==> src/rtl/line_sequence_decoder.sv <==
// line_sequence_decoder
// Recovers a fixed-length black/white bit sequence carried on one active video
// line. A Schmitt slicer turns luma samples into a binary level. The level is
// sampled at the middle of each bit cell and shifted in MSB-first. When the line
// is complete, the ID header is checked and the payload is presented with a
// one-cycle valid strobe.
// Optional build macro: SEQ_DET_CRC_EN adds a trailing CRC-8 (poly 0x07, init
// 0x00) over header+payload and drives the o_crc_error pulse.
module line_sequence_decoder #(
  parameter int                  DATA_W        = 10,
  parameter logic [DATA_W-1:0]   BLACK_LEVEL   = 10'h040,
  parameter logic [DATA_W-1:0]   WHITE_LEVEL   = 10'h3AC,
  parameter logic [DATA_W-1:0]   TRIGGER_WIDTH = 10'h100,
  parameter int                  LINE_SAMPLES  = 720,
`ifdef SEQ_DET_CRC_EN
  parameter int                  TOTAL_BITS    = 48,
`else
  parameter int                  TOTAL_BITS    = 40,
`endif
  parameter int                  ID_BITS       = 8,
  parameter logic [ID_BITS-1:0]  ID_VALUE      = 8'hA5,
  parameter int                  PAYLOAD_BITS  = 32
) (
  input  logic                    i_clock,
  input  logic                    i_reset,
  input  logic [DATA_W-1:0]       i_sample_in,
  input  logic                    i_sample_valid,
  input  logic                    i_line_start,
  output logic [PAYLOAD_BITS-1:0] o_payload,
  output logic                    o_payload_valid,
  output logic                    o_id_error,
  output logic                    o_crc_error,
  output logic                    o_ready,
  output logic                    o_busy
);

  localparam int SAMPLES_PER_BIT = LINE_SAMPLES / TOTAL_BITS;
  localparam int CNT_W = (SAMPLES_PER_BIT > 1) ? $clog2(SAMPLES_PER_BIT) : 1;
  localparam int BIT_W = (TOTAL_BITS > 1) ? $clog2(TOTAL_BITS) : 1;

  localparam logic [CNT_W-1:0] CNT_ONE  = CNT_W'(1);
  localparam logic [BIT_W-1:0] BIT_ONE  = BIT_W'(1);
  localparam logic [CNT_W-1:0] MID_IDX  = CNT_W'(SAMPLES_PER_BIT / 2 - 1);
  localparam logic [CNT_W-1:0] LAST_IDX = CNT_W'(SAMPLES_PER_BIT - 1);
  localparam logic [BIT_W-1:0] LAST_BIT = BIT_W'(TOTAL_BITS - 1);

  // Slicer thresholds, one bit wider than the samples so the inset cannot wrap.
  localparam logic [DATA_W:0] HI_THR = {1'b0, WHITE_LEVEL} - {1'b0, TRIGGER_WIDTH};
  localparam logic [DATA_W:0] LO_THR = {1'b0, BLACK_LEVEL} + {1'b0, TRIGGER_WIDTH};

  localparam logic [1:0] ST_IDLE    = 2'd0;
  localparam logic [1:0] ST_RECEIVE = 2'd1;
  localparam logic [1:0] ST_CHECK   = 2'd2;

`ifdef SEQ_DET_CRC_EN
  localparam int MSG_W = ID_BITS + PAYLOAD_BITS;

  // Bit-serial CRC-8, poly x^8+x^2+x+1, zero init, message consumed MSB first
  // (the order the bits were transmitted on the line).
  function automatic logic [7:0] crc8_msb(input logic [MSG_W-1:0] msg);
    logic [7:0] crc;
    crc = 8'h00;
    for (int i = MSG_W - 1; i >= 0; i--) begin
      crc = {crc[6:0], 1'b0} ^ (((crc[7] ^ msg[i]) == 1'b1) ? 8'h07 : 8'h00);
    end
    return crc;
  endfunction
`endif

  // Registers
  logic                    r_level;
  logic [1:0]              r_state;
  logic [CNT_W-1:0]        r_sample_cnt;
  logic [BIT_W-1:0]        r_bit_cnt;
  logic [TOTAL_BITS-1:0]   r_shift;
  logic                    r_busy;
  logic                    r_chk_done;
  logic                    r_chk_id_ok;
  logic [PAYLOAD_BITS-1:0] r_chk_payload;
  logic [PAYLOAD_BITS-1:0] r_payload;
  logic                    r_payload_valid;
  logic                    r_id_error;
  logic                    r_ready;
`ifdef SEQ_DET_CRC_EN
  logic                    r_chk_crc_ok;
  logic                    r_crc_error;
`endif

  // Combinational next-state values
  logic                    w_level_next;
  logic                    w_take;
  logic [CNT_W-1:0]        w_cnt_base;
  logic [BIT_W-1:0]        w_bit_base;
  logic [TOTAL_BITS-1:0]   w_shift_base;
  logic [CNT_W-1:0]        w_cnt_next;
  logic [BIT_W-1:0]        w_bit_next;
  logic [TOTAL_BITS-1:0]   w_shift_next;
  logic [1:0]              w_state_next;
  logic [ID_BITS-1:0]      w_header;
  logic [PAYLOAD_BITS-1:0] w_payload_field;

  assign w_header        = r_shift[TOTAL_BITS-1 -: ID_BITS];
  assign w_payload_field = r_shift[TOTAL_BITS-ID_BITS-1 -: PAYLOAD_BITS];

  // Schmitt slicer: only valid samples can move the level; the band between the thresholds holds it.
  always_comb begin
    w_level_next = r_level;
    if (i_sample_valid) begin
      if (!r_level && ({1'b0, i_sample_in} > HI_THR)) begin
        w_level_next = 1'b1;
      end else if (r_level && ({1'b0, i_sample_in} < LO_THR)) begin
        w_level_next = 1'b0;
      end else begin
        w_level_next = r_level;
      end
    end else begin
      w_level_next = r_level;
    end
  end

  // Bit-cell counting and FSM next state; line_start restarts from zero and may carry sample 0.
  always_comb begin
    w_cnt_base   = i_line_start ? {CNT_W{1'b0}}      : r_sample_cnt;
    w_bit_base   = i_line_start ? {BIT_W{1'b0}}      : r_bit_cnt;
    w_shift_base = i_line_start ? {TOTAL_BITS{1'b0}} : r_shift;
    w_take       = i_sample_valid && (i_line_start || (r_state == ST_RECEIVE));
    w_cnt_next   = w_cnt_base;
    w_bit_next   = w_bit_base;
    w_shift_next = w_shift_base;

    if (i_line_start) begin
      w_state_next = ST_RECEIVE;
    end else if (r_state == ST_CHECK) begin
      w_state_next = ST_IDLE;
    end else begin
      w_state_next = r_state;
    end

    if (w_take) begin
      if (w_cnt_base == MID_IDX) begin
        w_shift_next = {w_shift_base[TOTAL_BITS-2:0], w_level_next};
      end else begin
        w_shift_next = w_shift_base;
      end
      if (w_cnt_base == LAST_IDX) begin
        w_cnt_next = {CNT_W{1'b0}};
        if (w_bit_base == LAST_BIT) begin
          w_bit_next   = {BIT_W{1'b0}};
          w_state_next = ST_CHECK;
        end else begin
          w_bit_next = w_bit_base + BIT_ONE;
        end
      end else begin
        w_cnt_next = w_cnt_base + CNT_ONE;
      end
    end else begin
      w_cnt_next   = w_cnt_base;
      w_bit_next   = w_bit_base;
      w_shift_next = w_shift_base;
    end
  end

  // Slicer level register.
  always_ff @(posedge i_clock) begin
    if (i_reset) begin
      r_level <= 1'b0;
    end else begin
      r_level <= w_level_next;
    end
  end

  // Receive state: FSM, counters, shift register and busy flag.
  always_ff @(posedge i_clock) begin
    if (i_reset) begin
      r_state      <= ST_IDLE;
      r_sample_cnt <= {CNT_W{1'b0}};
      r_bit_cnt    <= {BIT_W{1'b0}};
      r_shift      <= {TOTAL_BITS{1'b0}};
      r_busy       <= 1'b0;
    end else begin
      r_state      <= w_state_next;
      r_sample_cnt <= w_cnt_next;
      r_bit_cnt    <= w_bit_next;
      r_shift      <= w_shift_next;
      r_busy       <= (w_state_next == ST_RECEIVE);
    end
  end

  // CHECK cycle: capture the verdict and payload field before a new line can overwrite the shift register.
  always_ff @(posedge i_clock) begin
    if (i_reset) begin
      r_chk_done    <= 1'b0;
      r_chk_id_ok   <= 1'b0;
      r_chk_payload <= {PAYLOAD_BITS{1'b0}};
`ifdef SEQ_DET_CRC_EN
      r_chk_crc_ok  <= 1'b0;
`endif
    end else begin
      r_chk_done    <= (r_state == ST_CHECK);
      r_chk_id_ok   <= (w_header == ID_VALUE);
      r_chk_payload <= w_payload_field;
`ifdef SEQ_DET_CRC_EN
      r_chk_crc_ok  <= (crc8_msb(r_shift[TOTAL_BITS-1 -: MSG_W]) == r_shift[7:0]);
`endif
    end
  end

  // Result outputs: header mismatch wins over CRC mismatch; a failed line leaves the old payload in place.
  always_ff @(posedge i_clock) begin
    if (i_reset) begin
      r_payload       <= {PAYLOAD_BITS{1'b0}};
      r_payload_valid <= 1'b0;
      r_id_error      <= 1'b0;
      r_ready         <= 1'b0;
`ifdef SEQ_DET_CRC_EN
      r_crc_error     <= 1'b0;
`endif
    end else begin
      r_payload_valid <= 1'b0;
      r_id_error      <= 1'b0;
`ifdef SEQ_DET_CRC_EN
      r_crc_error     <= 1'b0;
`endif
      if (r_chk_done) begin
        if (!r_chk_id_ok) begin
          r_id_error <= 1'b1;
          r_ready    <= 1'b0;
`ifdef SEQ_DET_CRC_EN
        end else if (!r_chk_crc_ok) begin
          r_crc_error <= 1'b1;
          r_ready     <= 1'b0;
`endif
        end else begin
          r_payload       <= r_chk_payload;
          r_payload_valid <= 1'b1;
          r_ready         <= 1'b1;
        end
      end else begin
        r_payload <= r_payload;
        r_ready   <= r_ready;
      end
    end
  end

  assign o_payload       = r_payload;
  assign o_payload_valid = r_payload_valid;
  assign o_id_error      = r_id_error;
  assign o_ready         = r_ready;
  assign o_busy          = r_busy;
`ifdef SEQ_DET_CRC_EN
  assign o_crc_error     = r_crc_error;
`else
  assign o_crc_error     = 1'b0;
`endif

endmodule

==> config.mk <==
export PLATFORM = sky130hd
export DESIGN_NAME = line_sequence_decoder
export DESIGN_NICKNAME = d
export VERILOG_FILES = /design/src/rtl/line_sequence_decoder.sv
export SDC_FILE = /design/constraint.sdc
export NUM_CORES = 1
export LEC_CHECK = 0
export CORE_UTILIZATION = 50
export DETAILED_ROUTE_END_ITERATION = 8
export PLACE_DENSITY = 0.77
export SLEW_MARGIN = 15
export SYNTH_ARGS = -nofsm -noshare
export SYNTH_HDL_FRONTEND = slang
export SYNTH_SLANG_ARGS = --single-unit
==> constraint.sdc <==
create_clock -name i_clock -period 2.3 [get_ports i_clock]
set_clock_uncertainty 0.15 [all_clocks]
set_input_delay 0.345 -clock i_clock [delete_from_list [all_inputs] [get_ports i_clock]]
set_output_delay 0.345 -clock i_clock [all_outputs]
set_load 0.005 [all_outputs]
==> run metrics, run 1 <==
Int Power 4.317 mW; die width 95.56 µm; initial antenna violation count 0; die area 9132 µm²; later-pin clock latency in the skew report 510 ps; initial drt markers 146; fraction of layout cells with a size suffix above 1 9.507%; number of port buffers 49; clock root cell clkbuf_8; Total GRT Usage 21.59%; number of distinct library cells after synthesis 41; setup ws final 335.0 ps; Die H 95.56 µm; Yosys top cell by area dfxtp_1; nets@finish 573; Synth area leaders dfxtp_1 (57%), nand2_1 (13%), a21oi_1 (8.7%); P&R area growth vs syn 29.96%; CP startpoint i_line_start; HP Start i_reset; # clock sinks 124; TritonCTS buffer count 17; Post-synth EDFFs 0; fin cells 673; RR Startpoint r_sample_cnt[0]$_SDFF_PP0_; first-pass GRT wire length 14.92 mm; DRC 0; Worst slew margin 49.33%; Antenna Nets Post-Route 0; DR pass1 iterations 4; io pins 51; Flop pwr share 40.6%; pwr/cell area 933.7 nW/µm²; area share of the largest cell type after synthesis 56.72%; HPWL Detailed 5.407 mm; CTS tree built; syn_nets 518; post-place setup slack -157.0 ps; placed insts 641; Core ar. 8341 µm²; Starting Density 52.48%; total wire length 9.127 mm; GP Congestion 0.7815; vias 3473; Avg Cell Area, Syn 8.753 µm²; total grt overflow 0; largest net degree at the start of global routing 43; Ys Warns 0; Crit. End Element flop; Critical Path Start Type input port; sw power 994.1 µW; Max Cap Viol 0; Switching Share 18.72%; clock power share 57.3%; routed vias/inst 5.160; commonest non-fill, non-tap cell in the layout nand2_1; fmax 0.5089 GHz; Final Hold Vio Count 0; synthesized area 4377 µm²; worst slew pin tran 760.1 ps; sequential area share after synthesis 56.72%; arrival time of the worst setup path 2170 ps; register bit total from synthesis 124; power share of the combinational group 2.1%; most frequent cells in the layout nand2_1 (148), dfxtp_1 (124), a21oi_1 (76); ys async rst share 0%; # setup viols final 0; RSZ-0062 raised after global routing no; worst reg-to-reg setup slack 390 ps; Most used DFF post-synth dfxtp_1; vias in the first global route 3334; cell leakage power 1.989 nW; status complete, no violations; clk buf depth 2; cts hold-fix bufs 0; Setup Crit Path Kind in -> reg; Final min period 1965 ps; critical path required time 2510 ps; Diodes inserted 0; worst-path fanout max 41; worst vdd ir 0.0005928 V; worst min path class in -> reg; placement row count 33; CTS HTree Levels 4; fin crit share 85.43%; clock slew seen by the registers of the worst setup and hold paths 60 ps; Max Transition Viols Final 0; CTS resizes 0; drt wl/cell 13.56 µm; Synth Instances 500; post-CTS setup buffer count 0
metal layers:
layer,part of all wire (%),up-vias,wire length [µm],global-route usage (%)
met5,0,-,0,0
met4,1.2,0,113,8.955
met3,3.5,13,322,6.220
met2,52,64,4729,38.21
met1,43,1664,3962,24.17
li1,-,1732,-,-
cell usage after synthesis (all sizes together), types with 3 or more instances:
library cell  number
a21oi             76
buf               14
clkbuf            19
dfxtp            124
ha                 4
inv                6
nand2            148
nand2b             6
nor2              12
nor2b             37
nor3               7
nor3b              3
nor4               4
o211ai             3
o21ai              4
xnor2              6
xor2               3
worst max-delay path: stages:
cell,delay (ps)
clkdlybuf4s50_1,510
nand2b_1,170
ha_1,160
nand2b_1,70
or4b_1,530
buf_12,210
nand2_1,100
a21oi_1,80
registers in the layout, summed over array words and instances (netlist names):
name,cells
r_shift,40
o_payload,32
r_chk_payload,32
r_bit_cnt,6
r_sample_cnt,5
r_state,2
o_busy,1
o_id_error,1
o_payload_valid,1
o_ready,1
r_chk_done,1
r_chk_id_ok,1
r_level,1
stage by stage:
stage	hold WS [ps]	TNS, ps	total power [mW]	util (%)	area, µm²
final	85.11	0	5.311	68.20	5688
after CTS	75.32	0	5.336	68.20	5688
after global placement	273.5	-3884	2.311	60.07	5010
after detailed placement	274.5	-6061	2.315	60.07	5010
after global routing	104.5	0	5.441	68.20	5688
after floorplan	262.3	0	2.264	-	4377
power by group through the flow:
stage,Sequential [mW],Clock (mW),Combinational (mW)
2_1_floorplan,2.20,0,0.0602
3_3_place_gp,2.20,0,0.108
3_5_place_dp,2.20,0,0.111
4_1_cts,2.16,3.07,0.112
5_1_grt,2.16,3.16,0.121
6_report,2.16,3.04,0.112
logic make-up after synthesis:
family / count (synthesis) / share of synthesized area (%)
simple gates: 234 / 25.07
flops: 124 / 56.72
compound gates: 88 / 10.61
buf+inv: 39 / 4.345
xor+xnor: 9 / 1.801
fa+ha+maj: 4 / 1.144
other cells: 1 / 0.08568
mux: 1 / 0.2287
worst paths after layout:
path / to / depth (start not counted)
worst max-delay path: r_shift[31]$_SDFF_PP0_ / 8
worst min-delay path: r_chk_id_ok$_SDFF_PP0_ / 4
worst max register to register: r_bit_cnt[0]$_SDFF_PP0_ / 8
worst min register to register: o_payload[22]$_SDFFE_PP0P_ / 2
area by class of cell:
| class | count | area, µm² |
|---|---|---|
| Multi-Input combinational cell | 337 | 1713 |
| Timing Repair Buffer | 69 | 660.6 |
| Tap cell | 105 | 131.4 |
| Fill cell | 618 | 2653 |
| Inverter | 6 | 22.52 |
| Clock inverter | 11 | 239.0 |
| Clock buffer | 21 | 439.2 |
| Sequential cell | 124 | 2482 |
(Power assumes the default switching activity.)
==> run 2: changes to the inputs <==
Settings changed: CAP_MARGIN set to 15, SKIP_LAST_GASP set to 1.
==> results of run 2 <==
The final DEF is identical to that of run 1; final timing and power are the same.
